===== src/rtl/rx_ip_tcp_strip_pkg.sv =====
// Shared types and constants for the receive-path IPv4 header strip stage.
// Optional build macro used by this slice: RX_IP_HDR_CHKSUM_CHECK_EN.
`ifndef MAC_INTERFACE_W
`define MAC_INTERFACE_W 256
`endif
`ifndef MAC_INTERFACE_BYTES
`define MAC_INTERFACE_BYTES 32
`endif
`ifndef MAC_PADBYTES_W
`define MAC_PADBYTES_W 5
`endif
`ifndef IP_ADDR_W
`define IP_ADDR_W 32
`endif
`ifndef TOT_LEN_W
`define TOT_LEN_W 16
`endif
`ifndef IPPROTO_TCP
`define IPPROTO_TCP 8'd6
`endif

package rx_ip_tcp_strip_pkg;

   localparam int IPV4_HDR_BYTES        = 20;
   localparam int IP_STRIP_HOLD_BYTES   = `MAC_INTERFACE_BYTES - IPV4_HDR_BYTES;
   localparam int IPV4_HDR_W            = IPV4_HDR_BYTES * 8;
   localparam int IP_STRIP_HOLD_W       = IP_STRIP_HOLD_BYTES * 8;
   // Smallest IPv4/TCP packet: 20 B IP header + 20 B TCP header.
   localparam int IPV4_MIN_TCP_PKT_BYTES = 40;

   // Fixed 20-byte IPv4 header, first byte on the MSB side.
   typedef struct packed {
      logic [3:0]            version;
      logic [3:0]            ihl;
      logic [7:0]            tos;
      logic [`TOT_LEN_W-1:0] tot_len;
      logic [15:0]           id;
      logic [15:0]           flags_frag;
      logic [7:0]            ttl;
      logic [7:0]            protocol;
      logic [15:0]           chksum;
      logic [`IP_ADDR_W-1:0] src_ip;
      logic [`IP_ADDR_W-1:0] dst_ip;
   } ipv4_hdr;

   typedef enum logic [2:0] {
      ST_IDLE    = 3'd0,
      ST_HDR_OUT = 3'd1,
      ST_DATA    = 3'd2,
      ST_DRAIN   = 3'd3,
      ST_DROP    = 3'd4
   } strip_state_e;

   // Field-level acceptance of a header: plain IPv4, no options, TCP, room for a TCP header.
   function automatic logic hdr_fields_ok(input ipv4_hdr h);
      return (h.version == 4'd4) &&
             (h.ihl == 4'd5) &&
             (h.protocol == `IPPROTO_TCP) &&
             (h.tot_len >= `TOT_LEN_W'(IPV4_MIN_TCP_PKT_BYTES));
   endfunction

endpackage


===== src/rtl/rx_ip_tcp_strip_chksum.sv =====
// IPv4 header checksum verifier: ones'-complement sum of the ten header words.
// Only present when RX_IP_HDR_CHKSUM_CHECK_EN is defined, so the default build
// carries no sum logic and no orphan module.
`ifdef RX_IP_HDR_CHKSUM_CHECK_EN
module ip_hdr_chksum_check
   import rx_ip_tcp_strip_pkg::*;
(
   input  logic [IPV4_HDR_W-1:0] hdr,
   output logic                  ok
);

   // End-around-carry sum; two folds are enough for ten 16-bit words.
   function automatic logic [15:0] ones_sum(input logic [IPV4_HDR_W-1:0] h);
      logic [19:0] acc;
      acc = 20'd0;
      for (int i = 0; i < IPV4_HDR_BYTES / 2; i++) begin
         acc = acc + {4'd0, h[i*16 +: 16]};
      end
      acc = {4'd0, acc[15:0]} + {16'd0, acc[19:16]};
      acc = {4'd0, acc[15:0]} + {16'd0, acc[19:16]};
      return acc[15:0];
   endfunction

   // A correct header (checksum field included) sums to all-ones.
   always_comb begin
      ok = (ones_sum(hdr) == 16'hFFFF);
   end

endmodule
`endif


===== src/rtl/rx_ip_tcp_strip.sv =====
// Receive-path IPv4 header strip: validates the 20-byte IPv4 header on the first
// beat, emits one header beat (src/dst IP, TCP length) and then the TCP segment
// realigned to the bus MSB. Non-TCP and malformed packets are swallowed and counted.
// Optional build macro: RX_IP_HDR_CHKSUM_CHECK_EN (adds header checksum check).
`ifndef MAC_INTERFACE_W
`define MAC_INTERFACE_W 256
`endif
`ifndef MAC_PADBYTES_W
`define MAC_PADBYTES_W 5
`endif
`ifndef IP_ADDR_W
`define IP_ADDR_W 32
`endif
`ifndef TOT_LEN_W
`define TOT_LEN_W 16
`endif

module rx_ip_tcp_strip
   import rx_ip_tcp_strip_pkg::*;
#(
   parameter int DROP_CNT_W = 16
)
(
   input  logic                        clk,
   input  logic                        rst,
   input  logic                        src_ip_strip_rx_data_val,
   output logic                        ip_strip_src_rx_data_rdy,
   input  logic [`MAC_INTERFACE_W-1:0] src_ip_strip_rx_data,
   input  logic                        src_ip_strip_rx_last,
   input  logic [`MAC_PADBYTES_W-1:0]  src_ip_strip_rx_padbytes,
   output logic                        ip_strip_dst_rx_hdr_val,
   input  logic                        dst_ip_strip_rx_hdr_rdy,
   output logic [`IP_ADDR_W-1:0]       ip_strip_dst_rx_src_ip,
   output logic [`IP_ADDR_W-1:0]       ip_strip_dst_rx_dst_ip,
   output logic [`TOT_LEN_W-1:0]       ip_strip_dst_rx_tcp_len,
   output logic                        ip_strip_dst_rx_data_val,
   input  logic                        dst_ip_strip_rx_data_rdy,
   output logic [`MAC_INTERFACE_W-1:0] ip_strip_dst_rx_data,
   output logic                        ip_strip_dst_rx_last,
   output logic [`MAC_PADBYTES_W-1:0]  ip_strip_dst_rx_padbytes,
   output logic [DROP_CNT_W-1:0]       drop_cnt
);

   // Byte counts expressed in padbyte width for the tail arithmetic.
   localparam logic [`MAC_PADBYTES_W-1:0] PAD_HOLD = `MAC_PADBYTES_W'(IP_STRIP_HOLD_BYTES);
   localparam logic [`MAC_PADBYTES_W-1:0] PAD_HDR  = `MAC_PADBYTES_W'(IPV4_HDR_BYTES);
   localparam logic [`TOT_LEN_W-1:0]      HDR_LEN  = `TOT_LEN_W'(IPV4_HDR_BYTES);

   strip_state_e                  state_r;
   logic [IP_STRIP_HOLD_W-1:0]    hold_r;
   logic [`IP_ADDR_W-1:0]         src_ip_r;
   logic [`IP_ADDR_W-1:0]         dst_ip_r;
   logic [`TOT_LEN_W-1:0]         tcp_len_r;
   logic [`MAC_PADBYTES_W-1:0]    pad_r;
   logic [DROP_CNT_W-1:0]         drop_cnt_r;

   ipv4_hdr                       hdr_s;
   logic                          chksum_ok_s;
   logic                          hdr_good_s;
   logic                          hdr_unused_s;
   logic                          in_rdy_s;
   logic                          in_fire_s;
   logic                          tail_fits_s;
   logic                          hdr_val_s;
   logic                          out_val_s;
   logic [`MAC_INTERFACE_W-1:0]   out_data_s;
   logic                          out_last_s;
   logic [`MAC_PADBYTES_W-1:0]    out_pad_s;

   // Saturating increment so the counter parks at all-ones.
   function automatic logic [DROP_CNT_W-1:0] sat_inc(input logic [DROP_CNT_W-1:0] v);
      return (&v) ? v : v + {{(DROP_CNT_W-1){1'b0}}, 1'b1};
   endfunction

   assign hdr_s = ipv4_hdr'(src_ip_strip_rx_data[`MAC_INTERFACE_W-1 -: IPV4_HDR_W]);
   // Header fields this stage forwards or checks nowhere else.
   assign hdr_unused_s = ^{hdr_s.tos, hdr_s.id, hdr_s.flags_frag, hdr_s.ttl, hdr_s.chksum};

`ifdef RX_IP_HDR_CHKSUM_CHECK_EN
   ip_hdr_chksum_check u_chksum (
      .hdr (src_ip_strip_rx_data[`MAC_INTERFACE_W-1 -: IPV4_HDR_W]),
      .ok  (chksum_ok_s)
   );
`else
   assign chksum_ok_s = 1'b1;
`endif

   assign hdr_good_s  = hdr_fields_ok(hdr_s) && chksum_ok_s;
   assign in_fire_s   = src_ip_strip_rx_data_val && in_rdy_s;
   // Last input beat whose valid bytes all fit beside the 12 held bytes.
   assign tail_fits_s = (src_ip_strip_rx_padbytes >= PAD_HOLD);

   // Per-state handshake steering and output beat formation.
   always_comb begin
      in_rdy_s   = 1'b0;
      hdr_val_s  = 1'b0;
      out_val_s  = 1'b0;
      out_data_s = {`MAC_INTERFACE_W{1'b0}};
      out_last_s = 1'b0;
      out_pad_s  = {`MAC_PADBYTES_W{1'b0}};
      case (state_r)
         ST_IDLE: begin
            in_rdy_s = 1'b1;
         end
         ST_HDR_OUT: begin
            hdr_val_s = 1'b1;
         end
         ST_DATA: begin
            in_rdy_s  = dst_ip_strip_rx_data_rdy;
            out_val_s = src_ip_strip_rx_data_val;
            if (src_ip_strip_rx_data_val) begin
               out_data_s = {hold_r, src_ip_strip_rx_data[`MAC_INTERFACE_W-1 -: IPV4_HDR_W]};
               if (src_ip_strip_rx_last && tail_fits_s) begin
                  out_last_s = 1'b1;
                  out_pad_s  = src_ip_strip_rx_padbytes - PAD_HOLD;
               end else begin
                  out_last_s = 1'b0;
                  out_pad_s  = {`MAC_PADBYTES_W{1'b0}};
               end
            end else begin
               out_data_s = {`MAC_INTERFACE_W{1'b0}};
               out_last_s = 1'b0;
               out_pad_s  = {`MAC_PADBYTES_W{1'b0}};
            end
         end
         ST_DRAIN: begin
            out_val_s  = 1'b1;
            out_last_s = 1'b1;
            out_data_s = {hold_r, {IPV4_HDR_W{1'b0}}};
            out_pad_s  = pad_r + PAD_HDR;
         end
         ST_DROP: begin
            in_rdy_s = 1'b1;
         end
         default: begin
            in_rdy_s   = 1'b0;
            hdr_val_s  = 1'b0;
            out_val_s  = 1'b0;
            out_data_s = {`MAC_INTERFACE_W{1'b0}};
            out_last_s = 1'b0;
            out_pad_s  = {`MAC_PADBYTES_W{1'b0}};
         end
      endcase
   end

   // Packet FSM: header capture, hold register, tail bookkeeping and drop counting.
   always_ff @(posedge clk) begin
      if (rst) begin
         state_r    <= ST_IDLE;
         hold_r     <= {IP_STRIP_HOLD_W{1'b0}};
         src_ip_r   <= {`IP_ADDR_W{1'b0}};
         dst_ip_r   <= {`IP_ADDR_W{1'b0}};
         tcp_len_r  <= {`TOT_LEN_W{1'b0}};
         pad_r      <= {`MAC_PADBYTES_W{1'b0}};
         drop_cnt_r <= {DROP_CNT_W{1'b0}};
      end else begin
         case (state_r)
            ST_IDLE: begin
               if (in_fire_s) begin
                  src_ip_r  <= hdr_s.src_ip;
                  dst_ip_r  <= hdr_s.dst_ip;
                  tcp_len_r <= hdr_s.tot_len - HDR_LEN;
                  hold_r    <= src_ip_strip_rx_data[IP_STRIP_HOLD_W-1:0];
                  if (src_ip_strip_rx_last) begin
                     // A single-beat packet cannot hold IPv4 + TCP headers.
                     drop_cnt_r <= sat_inc(drop_cnt_r);
                     state_r    <= ST_IDLE;
                  end else if (!hdr_good_s) begin
                     drop_cnt_r <= sat_inc(drop_cnt_r);
                     state_r    <= ST_DROP;
                  end else begin
                     state_r <= ST_HDR_OUT;
                  end
               end
            end
            ST_HDR_OUT: begin
               if (dst_ip_strip_rx_hdr_rdy) begin
                  state_r <= ST_DATA;
               end
            end
            ST_DATA: begin
               if (in_fire_s) begin
                  hold_r <= src_ip_strip_rx_data[IP_STRIP_HOLD_W-1:0];
                  if (src_ip_strip_rx_last && tail_fits_s) begin
                     state_r <= ST_IDLE;
                  end else if (src_ip_strip_rx_last) begin
                     // Held bytes still valid: flush them in a separate beat.
                     pad_r   <= src_ip_strip_rx_padbytes;
                     state_r <= ST_DRAIN;
                  end else begin
                     state_r <= ST_DATA;
                  end
               end
            end
            ST_DRAIN: begin
               if (dst_ip_strip_rx_data_rdy) begin
                  state_r <= ST_IDLE;
               end
            end
            ST_DROP: begin
               if (in_fire_s && src_ip_strip_rx_last) begin
                  state_r <= ST_IDLE;
               end
            end
            default: begin
               state_r <= ST_IDLE;
            end
         endcase
      end
   end

   assign ip_strip_src_rx_data_rdy = in_rdy_s;
   assign ip_strip_dst_rx_hdr_val   = hdr_val_s;
   assign ip_strip_dst_rx_src_ip    = src_ip_r;
   assign ip_strip_dst_rx_dst_ip    = dst_ip_r;
   assign ip_strip_dst_rx_tcp_len   = tcp_len_r;
   assign ip_strip_dst_rx_data_val  = out_val_s;
   assign ip_strip_dst_rx_data      = out_data_s;
   assign ip_strip_dst_rx_last      = out_last_s;
   assign ip_strip_dst_rx_padbytes  = out_pad_s;
   assign drop_cnt                  = drop_cnt_r;

endmodule


===== config.mk =====
export PLATFORM = sky130hd
export DESIGN_NAME = rx_ip_tcp_strip
export DESIGN_NICKNAME = d
export VERILOG_FILES = /design/src/rtl/rx_ip_tcp_strip_pkg.sv /design/src/rtl/rx_ip_tcp_strip_chksum.sv /design/src/rtl/rx_ip_tcp_strip.sv
export SDC_FILE = /design/constraint.sdc
export NUM_CORES = 1
export LEC_CHECK = 0
export ABC_AREA = 1
export BUFFER_PORTS_ARGS = -buffer_cell sky130_fd_sc_hd__buf_2
export CAP_MARGIN = 20
export CORE_AREA = 10 10 239 241
export CTS_CLUSTER_SIZE = 12
export DETAILED_ROUTE_END_ITERATION = 7
export DIE_AREA = 0 0 249 251
export SYNTH_ARGS = -nofsm -noshare
export SYNTH_HDL_FRONTEND = slang
export SYNTH_HIERARCHICAL = 1
export SYNTH_SLANG_ARGS = --single-unit

===== constraint.sdc =====
create_clock -name clk -period 2.2 [get_ports clk]
set_input_delay 0.22 -clock clk [delete_from_list [all_inputs] [get_ports clk]]
set_output_delay 0.22 -clock clk [all_outputs]
set_load 0.01 [all_outputs]

# After elaboration in Yosys (flattened, before gate mapping)
# Index checks and enable logic that the tools add are counted.
[op_classes] addsub=4 magnitude_cmp=2 eq_ne=13 n_mux=24 bitwise_logic=1 n_reduce_logical=15
[ops] op="one-hot mux 256 bit (2 select lines)" n=1
[ops] op="two-way mux 256 bit" n=1
[ops] op="two-way mux 16 bit" n=3
[ops] op="two-way mux 3 bit" n=7
[ops] op="adder 16 x 1 -> 16 bit, second input constant" n=1
[ops] op=">= comparator 16 x 6 -> 1 bit, second input constant" n=1
[ops] op="AND reduction 16 bit" n=1
[ops] op="subtractor 16 x 5 -> 16 bit, second input constant" n=1
[ops] op="one-hot mux 3 bit (5 select lines)" n=1
[ops] op="inequality test 2 bit, second input constant" n=6
[ops] op="two-way mux 5 bit" n=2
[ops] op="one-hot mux 5 bit (2 select lines)" n=1
[ops] op="equality test 4 x 3 -> 1 bit, second input constant" n=2
[ops] op="equality test 8 x 3 -> 1 bit, second input constant" n=1
[ops] op="equality test 3 x 2 -> 1 bit, second input constant" n=2
[ops] op="logical AND 1 bit" n=6
[ops] op="one-hot mux 1 bit (2 select lines)" n=3
[ops] op="adder 5 bit, second input constant" n=1
[ops] op=">= comparator 5 x 4 -> 1 bit, second input constant" n=1
[ops] op="AND reduction 5 bit" n=1
[ops] op="subtractor 5 x 4 -> 5 bit, second input constant" n=1
[ops] op="two-way mux 1 bit" n=4
[ops] op="AND reduction 2 bit" n=2
[ops] op="AND reduction 4 bit" n=1
[ops] op="other kinds (7)" n=8
[totals] reg_bits=200 input_bits=267 out_inout_bits=361

# Depth between registers and ports, before layout
# Gate-level depths: netlist of run 1.
[depth] word_depth=8 mapped_depth=13 depth_no_buf=13

# Worst setup path after synthesis of run 1
# Ideal clock, no wire load.
[synth_path] kind="register to register" start="reg drop_cnt_r[0], in the netlist drop_cnt[0]" end="reg drop_cnt_r[5], in the netlist drop_cnt[5]" arrival_time_ps=1572 required_time_ps=2130 setup_slack_ps=557 stages_incl_launch_ff=13 path_buffers=1 cell_sequence="dfxtp_1 > ha_1 > nand2_1 > inv_1 > nand2_1 > nor2_1 > nand3b_1 > nand2_1 > inv_2 > nand2_2 > buf_4 > nand2_1 > a21oi_1"
[synth_via] elab_chain_cells=4
[synth_rtl] element="start, declared" line="rx_ip_tcp_strip.sv:55" source="logic [DROP_CNT_W-1:0] drop_cnt_r;"
[synth_rtl] element="start signal, assigned" line="rx_ip_tcp_strip.sv:155" source="drop_cnt_r <= {DROP_CNT_W{1'b0}};"
[synth_rtl] element="start signal, assigned" line="rx_ip_tcp_strip.sv:166" source="drop_cnt_r <= sat_inc(drop_cnt_r);"
[synth_rtl] element="start signal, assigned" line="rx_ip_tcp_strip.sv:169" source="drop_cnt_r <= sat_inc(drop_cnt_r);"
[synth_rtl] element="adder 16 x 1 -> 16 bit or AND reduction 16 bit (tied branches)" line="rx_ip_tcp_strip.sv:72" source="return (&v) ? v : v + {{(DROP_CNT_W-1){1'b0}}, 1'b1};"
[synth_rtl] element="two-way mux 16 bit (*)" line="rx_ip_tcp_strip.sv:72"
[synth_rtl] element="two-way mux 16 bit" line="rx_ip_tcp_strip.sv:168" source="end else if (!hdr_good_s) begin"
[synth_rtl] element="two-way mux 16 bit (*)" line="rx_ip_tcp_strip.sv:164" source="if (src_ip_strip_rx_last) begin"
# Mark *: on every way between the ends. The rest lies on a longest branch, timed or not. The select of a mux whose other input is x is not followed.
# A chain may end at the register's enable or synchronous reset.

# Worst setup path after layout of run 1
[layout_path] start="reg state_r[2]" end="out ip_strip_dst_rx_data[230]"
[layout_via] elab_chain_cells=2
[layout_rtl] element="start, declared" line="rx_ip_tcp_strip.sv:49" source="strip_state_e state_r;"
[layout_rtl] element="start signal, assigned" line="rx_ip_tcp_strip.sv:149" source="state_r <= ST_IDLE;"
[layout_rtl] element="start signal, assigned" line="rx_ip_tcp_strip.sv:167" source="state_r <= ST_IDLE;"
[layout_rtl] element="start signal, assigned" line="rx_ip_tcp_strip.sv:170" source="state_r <= ST_DROP;"
[layout_rtl] element="equality test 3 x 2 -> 1 bit" line="rx_ip_tcp_strip.sv:101" source="case (state_r)"
[layout_rtl] element="one-hot mux 256 bit (2 select lines) (*)" line="rx_ip_tcp_strip.sv:101"
[layout_rtl] element="end, declared" line="rx_ip_tcp_strip.sv:38" source="output logic [`MAC_INTERFACE_W-1:0] ip_strip_dst_rx_data,"
# Mark *: on every way between the ends. The rest lies on a longest branch, timed or not.

==> results of run 1 <==
-- synthesized netlist by cell type, drive strengths merged --
| cell | number |
|---|---|
| o21ai | 119 |
| a31oi | 3 |
| nand3 | 35 |
| o211ai | 3 |
| nand4 | 6 |
| nand2 | 357 |
| nor4 | 1 |
| ha | 5 |
| clkbuf | 57 |
| inv | 159 |
| buf | 48 |
| nor3 | 3 |
| xor2 | 10 |
| or2 | 2 |
| xnor2 | 4 |
| o22ai | 1 |
| o32ai | 1 |
| a21o | 1 |
| o21bai | 3 |
| dfxtp | 200 |
| a21oi | 183 |
| a22o | 3 |
| nor2 | 318 |
| o21a | 2 |
| clkinv | 1 |
| nand3b | 2 |
-- report_power, final --
part	internal, mW	switching, mW	leakage (nW)	total [mW]
combinational	1.43	2.17	6.26	3.60
clock	1.62	1.66	0.285	3.28
sequential	4.18	0.186	1.65	4.36
-- area by class of cell --
class | instances | area, um^2 | share of cell area, %
antenna | 12 | 30.03 | 0.1830
clock buffer | 19 | 432.9 | 2.638
clock inverter | 13 | 161.4 | 0.9835
inverter | 160 | 605.6 | 3.690
multi-input combinational | 1062 | 4797 | 29.23
sequential | 200 | 4013 | 24.45
tap | 688 | 860.8 | 5.245
timing repair buffer | 854 | 5512 | 33.58
-- tightest hold or removal path, delay by kind of cell --
kind,cells,cell delay (ps)
AOI/OAI and AO/OA,2,200
buffers and inverters,1,90
-- state kept, by name (all words and copies together), names as in the netlist --
name / flops
hold_r: 96
ip_strip_dst_rx_dst_ip: 32
ip_strip_dst_rx_src_ip: 32
drop_cnt: 16
ip_strip_dst_rx_tcp_len: 16
pad_r: 5
state_r: 3
-- cells by family (layout without fill, tap and decap cells) --
logic type,Yosys count,count (layout)
flip-flops,200,200
other,0,12
buffers and inverters,265,1046
XOR/XNOR,14,14
AO/OA/AOI/OAI,319,319
AND/OR/NAND/NOR,724,724
adder cells (fa/ha/maj),5,5
-- final timing paths --
check	start	end	slack, ps
hold reg to reg	hold_r[15]	hold_r[15]	450
setup / recovery	state_r[2]	ip_strip_dst_rx_data[230]	60
setup reg to reg	state_r[2]	hold_r[60]	260
hold / removal	src_ip_strip_rx_data[5]	hold_r[5]	70
-- stage by stage --
step / hold slack [ps] / instances / setup TNS [ps]
final: 66.22 / 3008 / 0
after global routing: 43.38 / 3005 / -140.6
after CTS: 10.89 / 2994 / 0
after detailed placement: 434.3 / 2792 / 0
after global placement: 427.4 / 2792 / 0
after floorplan: 310.2 / 1527 / 0
-- layer usage --
metal / share of wire [%] / up-vias / routed length [um] / global-route usage [%]
li1: - / 6299 / - / -
met5: 0 / - / 0 / 0
met1: 40 / 5754 / 21070 / 18.05
met2: 48 / 533 / 25360 / 26.90
met4: 2.9 / 0 / 1555 / 6.847
met3: 9.5 / 71 / 5016 / 6.944
-- repair_timing --
item                                    4_1_cts  5_1_grt
buffers inserted                              8        4
hold endpoints to repair                    160        0
endpoints found under the setup margin       83       56
hold buffers                                160        0
pin swaps                                     1        4
resized for setup                            13       47
cloned                                        2        0
==> impl_results.md, run 1 <==
* 1st-pass router iterations at 5
* Top-area cell type share of the netlist area at 41.24%
* XOR/XNOR Fraction of Synth Area at 1.263%
* Slowest stage delay, CP at 350 ps
* Placement Setup Slack at 233.3 ps
* Num rows at 84
* Fmax at 467.5 MHz
* Routed Antenna Nets at 0
* Clk Latency, worst-skew pair at 490 ps
* Final nets at 2567
* Drt first-iter violations at 666
* WHS Path Cells at 3
* Fillers at 5677
* Crit path required time at 1980 ps
* Cell type with the largest total area after synthesis: dfxtp_1
* Status: finished clean
* GRT Residual Overflow at 0
* Post-layout min period at 2139 ps
* Syn. warnings at 6
* Clk sinks at 200
* Simple-gate share of the synthesized area at 29.08%
* Slowest CP cell: dfxtp_4
* Final period util at 97.22%
* DR WL/cell at 17.62 um
* Worst setup margin at 61.06 ps
* Post-synthesis compound-gate area fraction at 16.92%
* Final clock skew at 12.03 ps
* H-tree Lvls at 4
* Vias at 12657
* Fin. Hold Viols at 0
* Max clock buf depth at 2
* Largest net degree at the start of global routing at 139
* Post-synthesis mux area share at 0%
* Total power at 11.25 mW
* Maxcap violations at 0
* Critical Path AT at 1920 ps
* Crit. End Element: output port
* Core Util, Final at 31.42%
* TritonCTS Buffers at 17
* Hold WC Path Type: input pin to flip-flop
* Distinct cells, synth at 37
* DRC Markers at 0
* Port bufs at 627
* Die area at 62500 um^2
* Adder-Cell Fraction of Synth Area at 0.6444%
* First-pass GRT wire length at 78980 um
* Pleak at 8.193 nW
* Vias in the first global route at 12678
* Chip height at 251 um
* Commonest non-fill, non-tap cell in the layout: buf_2
* Synthesized area at 9708 um^2
* Critical path type: flip-flop to output port
* Clock-pin transition on the worst setup and hold timing paths at 80 ps
* Largest fanout on the critical path at 8
* CP cell instances: inv_4, nand3_4, nor2_4, buf_6, nor2_4, buf_12, buf_6, buf_8, nor2_1, buf_2
* WP depth at 10
* Largest family of logic cells by synthesized area: simple AND/OR/NAND/NOR gates
* CTS tree: done
* Number of synthesized register bits at 200
* CP top delay family: buffers and inverters
* Final number of setup-violating endpoints at 0
* Area of all placed cells without fillers at 16410 um^2
* Critical path startpoint category: flip-flop
* Syn_area_per_cell at 6.358 um^2
* Area delta synth->final at 69.06%
* Max Transition Viols Final at 0
* GRT Util Overall at 16.26%
* Most frequent cells in the layout: buf_2 (617), nand2_1 (354), nor2_1 (291)
* Post-synthesis sequential area ratio at 41.24%
* CP bufs+invs at 6
* Power per cell area at 685.4 nW/um^2
* Worst slew margin at 47.84%
* Vias per inst at 4.208
* Area after DPL at 13870 um^2
* Worst VDD drop at 0.5441 mV
* Mapped Nets at 1799
* CORE AREA at 52240 um^2
* R2R cell count at 13
* DP HPWL at 40150 um
* Antenna violations before repair at 20
* Synth Instances at 1527
* Top cells by area, synth: dfxtp_1 (41%), nand2_1 (14%), nor2_1 (12%)
* Die X at 249 um
* Total Wirelength at 53000 um
* Layout cells sized above 1 at 33.32%
* Clock root buffer: clkbuf_16
* Effective utilization at floorplan at 18.59%
* RSZ-0062 raised after global routing: yes
* GP Congestion at 0.8524
* IO Pins at 628
* Slew @ Worst Pin at 782.3 ps
No activity file was read; power rests on OpenSTA's default activity.
==> run 2: changes to the inputs <==
--- a/config.mk
+++ b/config.mk
@@ -12,6 +12,7 @@
 export CTS_CLUSTER_SIZE = 12
 export DETAILED_ROUTE_END_ITERATION = 7
 export DIE_AREA = 0 0 249 251
+export GPL_TIMING_DRIVEN = 0
 export SYNTH_ARGS = -nofsm -noshare
 export SYNTH_HDL_FRONTEND = slang
 export SYNTH_HIERARCHICAL = 1
==> run 2 against run 1 <==
The run now ends with negative setup slack left. Critical endpoint is now ip_strip_dst_rx_padbytes[1]. Power grew 4.6%. Cell area up 3.9%. Utilization increased by 1.2 points. Sequential power about the same. Critical path type unchanged.
==> impl_results.md, run 2 (synthesis results as in run 1) <==
* Routed Antenna Nets at 0 (unchanged)
* Crit path required time at 1980 ps (about the same)
* DRC Markers at 0 (unchanged)
* Final period util at 100.9% (+3.7 points)
* Largest fanout on the critical path at 5 (-3)
* Fin. Hold Viols at 0 (unchanged)
* Slew @ Worst Pin at 980.2 ps (+197.9 ps)
* Fin Hold WS at 35.42 ps (-30.80 ps)
* Layout cells sized above 1 at 35.78% (+2.5 points)
* Drt first-iter violations at 775 (+16%)
* Setup Total Neg Slack at -44.43 ps (-44.43 ps)
* Maxcap violations at 0 (unchanged)
* CTS tree: done
* Status: finished with violations
* Final number of setup-violating endpoints at 4 (+4)
* Placement Setup Slack at -191.9 ps (-425.3 ps)
* Final clock skew at 14.45 ps (+2.416 ps)
* Max Transition Viols Final at 0 (unchanged)
* Clock root buffer: clkbuf_16
* Post-layout min period at 2221 ps (+81.73 ps)
* Die X at 249 um (unchanged)
* Antenna violations before repair at 11 (-45%)
* DR WL/cell at 20.23 um (+15%)
* Max reg flops at 96 (unchanged)
* Vias at 13327 (+5.3%)
* Critical path type: flip-flop to output port
* Most frequent cells in the layout: buf_2 (627), nand2_1 (354), nor2_1 (247)
* GRT Residual Overflow at 0 (unchanged)
* Die area at 62500 um^2 (unchanged)
* Critical Path AT at 2000 ps (+80 ps)
* Num rows at 84 (unchanged)
* First-pass GRT wire length at 88180 um (+12%)
* Register with the most flip-flops: hold_r
* Hold WC Path Type: input pin to flip-flop
* Max clock buf depth at 2 (unchanged)
* Port bufs at 626 (-0.16%)
* Clk Latency, worst-skew pair at 500 ps (about the same)
* 1st-pass router iterations at 5 (unchanged)
* Crit. End Element: output port
* Worst slew margin at 34.65% (-13 points)
* Effective utilization at floorplan at 18.59% (unchanged)
* Commonest non-fill, non-tap cell in the layout: buf_2
* TritonCTS Buffers at 17 (unchanged)
* H-tree Lvls at 4 (unchanged)
* Worst setup margin at -20.67 ps (-81.73 ps)
* IO Pins at 628 (unchanged)
* Vias in the first global route at 13648 (+7.7%)
* Chip height at 251 um (unchanged)
* Pleak at 8.348 nW (+1.9%)
* Clk sinks at 200 (unchanged)
* Vias per inst at 4.351 (+3.4%)
* RSZ-0062 raised after global routing: yes
* GP Congestion at 0.9542 (+12%)
* CORE AREA at 52240 um^2 (unchanged)
* Total Wirelength at 61950 um (+17%)
* Final nets at 2626 (+2.3%)
* Fmax at 450.3 MHz (-3.7%)
* Area delta synth->final at 75.58%
* Worst VDD drop at 0.5602 mV (+2.9%)
* Clock-pin transition on the worst setup and hold timing paths at 90 ps (about the same)
* DP HPWL at 48730 um (+21%)
* Violated checks: negative setup slack
* Largest net degree at the start of global routing at 22 (-84%)
* GRT Util Overall at 18.75% (+2.5 points)
* Critical path startpoint category: flip-flop
* Power per cell area at 690.2 nW/um^2 (+0.70%)
[run 2: changes by cell type in the layout (fill, tap and decap cells not counted), sizes merged]
| cell | before | now |
|---|---|---|
| clkbuf | 19 | 57 |
| buf | 694 | 716 |
| diode | 12 | 8 |
| dlygate4sd3 | 160 | 157 |
| inv | 163 | 165 |
| bufinv | 1 | 0 |
| clkinvlp | 1 | 2 |
[run 2: path summary, 6_finish.rpt]
check                                               from                     endpoint  slack, ps  cells after the start
worst max-delay path                          state_r[0]  ip_strip_dst_rx_padbytes[1]        -20                      9
worst min-delay path            src_ip_strip_rx_data[60]                   hold_r[60]         40                      3
worst max register to register                state_r[0]                   hold_r[67]        100                     13
worst min register to register                hold_r[33]                   hold_r[33]        460                      2
[run 2: where the power goes]
group	switching (mW)	internal (mW)	leakage (nW)
clock network	1.78	1.54	0.290
logic	2.56	1.52	6.41
registers	0.195	4.18	1.65
total	4.53	7.24	8.35
[run 2: critical path: stages, from the launching register on]
cell and delay, ps:
dfxtp_2 340, inv_2 70, nand3_4 90, nor2_4 110, buf_6 110, clkinvlp_4 190, nor2_4 190, buf_6 120
a22o_1 160, buf_6 110
[run 2: routing by layer]
| layer | up-vias | GRT usage (%) | routed length [um] |
|---|---|---|---|
| met2 | 643 | 31.91 | 29800 |
| li1 | 6423 | - | - |
| met3 | 109 | 6.409 | 5211 |
| met5 | - | 0 | 13 |
| met4 | 2 | 10.33 | 2681 |
| met1 | 6150 | 20.21 | 24250 |
[run 2: per-stage QoR]
| step | instance area [um^2] | instances | power, mW | util [%] |
|---|---|---|---|---|
| after CTS | 16640 | 3054 | 11.72 | 31.85 |
| after detailed placement | 13700 | 2841 | 7.818 | 26.23 |
| final | 17050 | 3063 | 11.76 | 32.63 |
| after floorplan | 9708 | 1527 | 6.237 | - |
| after global placement | 13700 | 2841 | 7.787 | 26.23 |
| after global routing | 17040 | 3062 | 12.41 | 32.63 |
[run 2: what timing repair did]
action / 4_1_cts / 5_1_grt
endpoints found under the hold margin: 157 / 0
setup buffers: 19 / 3
pin swaps: 6 / 8
cloned: 5 / 0
hold buffers: 157 / 0
resized for setup: 156 / 121
setup endpoints to repair: 249 / 242
[run 2: cell type report]
| type | count | area (um^2) |
|---|---|---|
| diodes | 8 | 20.02 |
| plain buffers | 104 | 714.4 |
| clock buffers | 17 | 425.4 |
| clock inverters | 15 | 176.4 |
| fillers | 5672 | 35190 |
| inverters | 160 | 609.3 |
| multi-input cells | 1062 | 5031 |
| flip-flops and latches | 200 | 4014 |
| well taps | 688 | 860.8 |
| repair buffers | 809 | 5194 |
==> run 3: changes to the inputs <==
--- a/config.mk
+++ b/config.mk
@@ -6,12 +6,12 @@
 export NUM_CORES = 1
 export LEC_CHECK = 0
 export ABC_AREA = 1
-export BUFFER_PORTS_ARGS = -buffer_cell sky130_fd_sc_hd__buf_2
 export CAP_MARGIN = 20
-export CORE_AREA = 10 10 239 241
+export CORE_AREA = 10 10 235 237
 export CTS_CLUSTER_SIZE = 12
 export DETAILED_ROUTE_END_ITERATION = 7
-export DIE_AREA = 0 0 249 251
+export DIE_AREA = 0 0 245 247
+export DONT_BUFFER_PORTS = 1
 export GPL_TIMING_DRIVEN = 0
 export SYNTH_ARGS = -nofsm -noshare
 export SYNTH_HDL_FRONTEND = slang
==> run 3 against run 2 <==
The flow now finishes without violations. Maximum frequency increased by 2.0%. Clock-buffer cell count is 5 higher. Die area is 3.2% lower.
==> impl_results.md, run 3 (synthesis results as in run 1) <==
* Status: finished clean
* Switching share of power at 37.73% (-0.76 points)
* Num rows at 83 (-1.2%)
* Routed Antenna Nets at 0 (unchanged)
* Final period util at 98.95% (-2.0 points)
* DP HPWL at 47060 um (-3.4%)
* Most frequent cells in the layout: nand2_1 (355), dfxtp_1 (195), dlygate4sd3_1 (184)
* Fmax at 459.4 MHz (+2.0%)
* GP Congestion at 0.9830 (+3.0%)
* Antenna violations before repair at 13 (+2)
* Fin. Hold Viols at 0 (unchanged)
* CTS tree: done
* Critical path startpoint category: flip-flop
* Vias per inst at 4.653 (+6.9%)
* Commonest non-fill, non-tap cell in the layout: nand2_1
* Dpl cells at 2207 (-22%)
* Comb power frac at 29.0% (-5.6 points)
* Worst slew margin at 34.10% (-0.56 points)
* Largest fanout on the critical path at 10 (+5)
* Share of total power in sequential cells at 40.7% (+3.5 points)
* GRT Util Overall at 18.95% (+0.20 points)
* Pleak at 5.254 nW (-37%)
* Hold WC Path Type: input pin to flip-flop
* Int Pwr at 6.950 mW (-4.0%)
* DR WL/cell at 24.83 um (+23%)
* TritonCTS Buffers at 17 (unchanged)
* Power per cell area at 803.7 nW/um^2 (+16%)
* Fillers at 5580 (-1.6%)
* Maxcap violations at 0 (unchanged)
* Clk Latency, worst-skew pair at 490 ps (about the same)
* Clock power share at 30.4% (+2.2 points)
* H-tree Lvls at 4 (unchanged)
* Crit. End Element: output port
* Clock root buffer: clkbuf_16
* Die X at 245 um (-1.6%)
* Vias at 11344 (-15%)
* 1st-pass router iterations at 6 (+1)
* IO Pins at 628 (unchanged)
* Crit path required time at 1980 ps (about the same)
* Final nets at 2011 (-23%)
* DRC Markers at 0 (unchanged)
* Clock-pin transition on the worst setup and hold timing paths at 80 ps (about the same)
* Fin Hold WS at 37.41 ps (+1.983 ps)
* Port bufs at 0 (-100%)
* Largest net degree at the start of global routing at 18 (-18%)
* CORE AREA at 50680 um^2 (-3.0%)
* Register with the most flip-flops: hold_r
* Switching power at 4.211 mW (-7.0%)
* Effective utilization at floorplan at 19.16% (+0.57 points)
* Chip height at 247 um (-1.6%)
* Layout cells sized above 1 at 16.21% (-20 points)
* Vias in the first global route at 11082 (-19%)
* Post-route insts no fill at 2438 (-20%)
* Critical path type: flip-flop to output port
* Die area at 60520 um^2 (-3.2%)
* Slew @ Worst Pin at 988.6 ps (+8.326 ps)
* Post-layout min period at 2177 ps (-43.71 ps)
* Final clock skew at 10.76 ps (-3.684 ps)
* Max reg flops at 96 (unchanged)
* Drt first-iter violations at 799 (+3.1%)
* Worst VDD drop at 0.5449 mV (-2.7%)
* RSZ-0062 raised after global routing: yes
* Area delta synth->final at 43.05%
* Max clock buf depth at 2 (unchanged)
* First-pass GRT wire length at 82420 um (-6.5%)
* Critical Path AT at 1960 ps (-40 ps)
* Clk sinks at 200 (unchanged)
* Final number of setup-violating endpoints at 0 (-4)
* GRT Residual Overflow at 0 (unchanged)
* Total Wirelength at 60530 um (-2.3%)
* Max Transition Viols Final at 0 (unchanged)
==> run 3: cell type report <==
| cell class | instances | area (um^2) | area share, % |
|---|---|---|---|
| multi-input cells | 1062 | 5245 | 37.77 |
| flip-flops and latches | 200 | 4015 | 28.91 |
| repair buffers | 193 | 1947 | 14.02 |
| well taps | 680 | 850.8 | 6.127 |
| inverters | 160 | 611.8 | 4.406 |
| plain buffers | 105 | 599.3 | 4.316 |
| clock buffers | 22 | 464.2 | 3.343 |
| clock inverters | 10 | 138.9 | 1.000 |
| diodes | 6 | 15.01 | 0.1081 |
==> run 3: path summary, 6_finish.rpt <==
| check | slack, ps | cells after the start | from | end |
|---|---|---|---|---|
| setup / recovery | 20 | 5 | state_r[1] | ip_strip_dst_rx_data[46] |
| hold / removal | 40 | 4 | src_ip_strip_rx_data[233] | ip_strip_dst_rx_tcp_len[10] |
| setup reg to reg | 110 | 8 | state_r[1] | ip_strip_dst_rx_src_ip[10] |
| hold reg to reg | 460 | 2 | hold_r[61] | hold_r[61] |
==> run 3: layer usage <==
| layer | global-route usage [%] | share of wire (%) |
|---|---|---|
| met1 | 20.07 | 37 |
| met3 | 7.229 | 9.5 |
| met4 | 9.936 | 4.2 |
| met2 | 32.35 | 49 |
| met5 | 0 | 0.021 |
==> run 3: metrics by stage <==
| stage | setup WS [ps] | power [mW] | util, % | instance area (um^2) | setup TNS, ps |
|---|---|---|---|---|---|
| 6_report | 23.04 | 11.16 | 27.40 | 13890 | 0 |
| 5_1_grt | -80.84 | 11.73 | 27.40 | 13890 | -2543 |
| 4_1_cts | -57.41 | 11.13 | 26.85 | 13610 | -725.4 |
| 3_5_place_dp | -265.0 | 7.181 | 20.84 | 10560 | -5275 |
| 3_3_place_gp | -294.3 | 7.145 | 20.84 | 10560 | -8163 |
| 2_1_floorplan | 557.5 | 6.237 | - | 9708 | 0 |
==> run 3: critical path: stages, from the launching register on <==
cell,delay [ps]
dfxtp_2,400
nand3_4,120
buf_12,160
clkbuf_2,230
clkbuf_4,300
nor2_1,240
==> run 3: what timing repair did <==
item,CTS,global route
hold buffers,184,0
buffers inserted,4,3
setup endpoints to repair,251,193
hold endpoints to repair,179,0
gates cloned,2,0
pin swaps,7,4
resized for setup,177,94
==> run 3: power by group through the flow <==
stage	combinational [mW]	sequential [mW]	clock (mW)
final	3.23	4.54	3.39
after CTS	3.10	4.53	3.50
after floorplan	1.73	4.50	0
after global routing	3.51	4.59	3.62
after detailed placement	2.57	4.61	0
after global placement	2.54	4.60	0
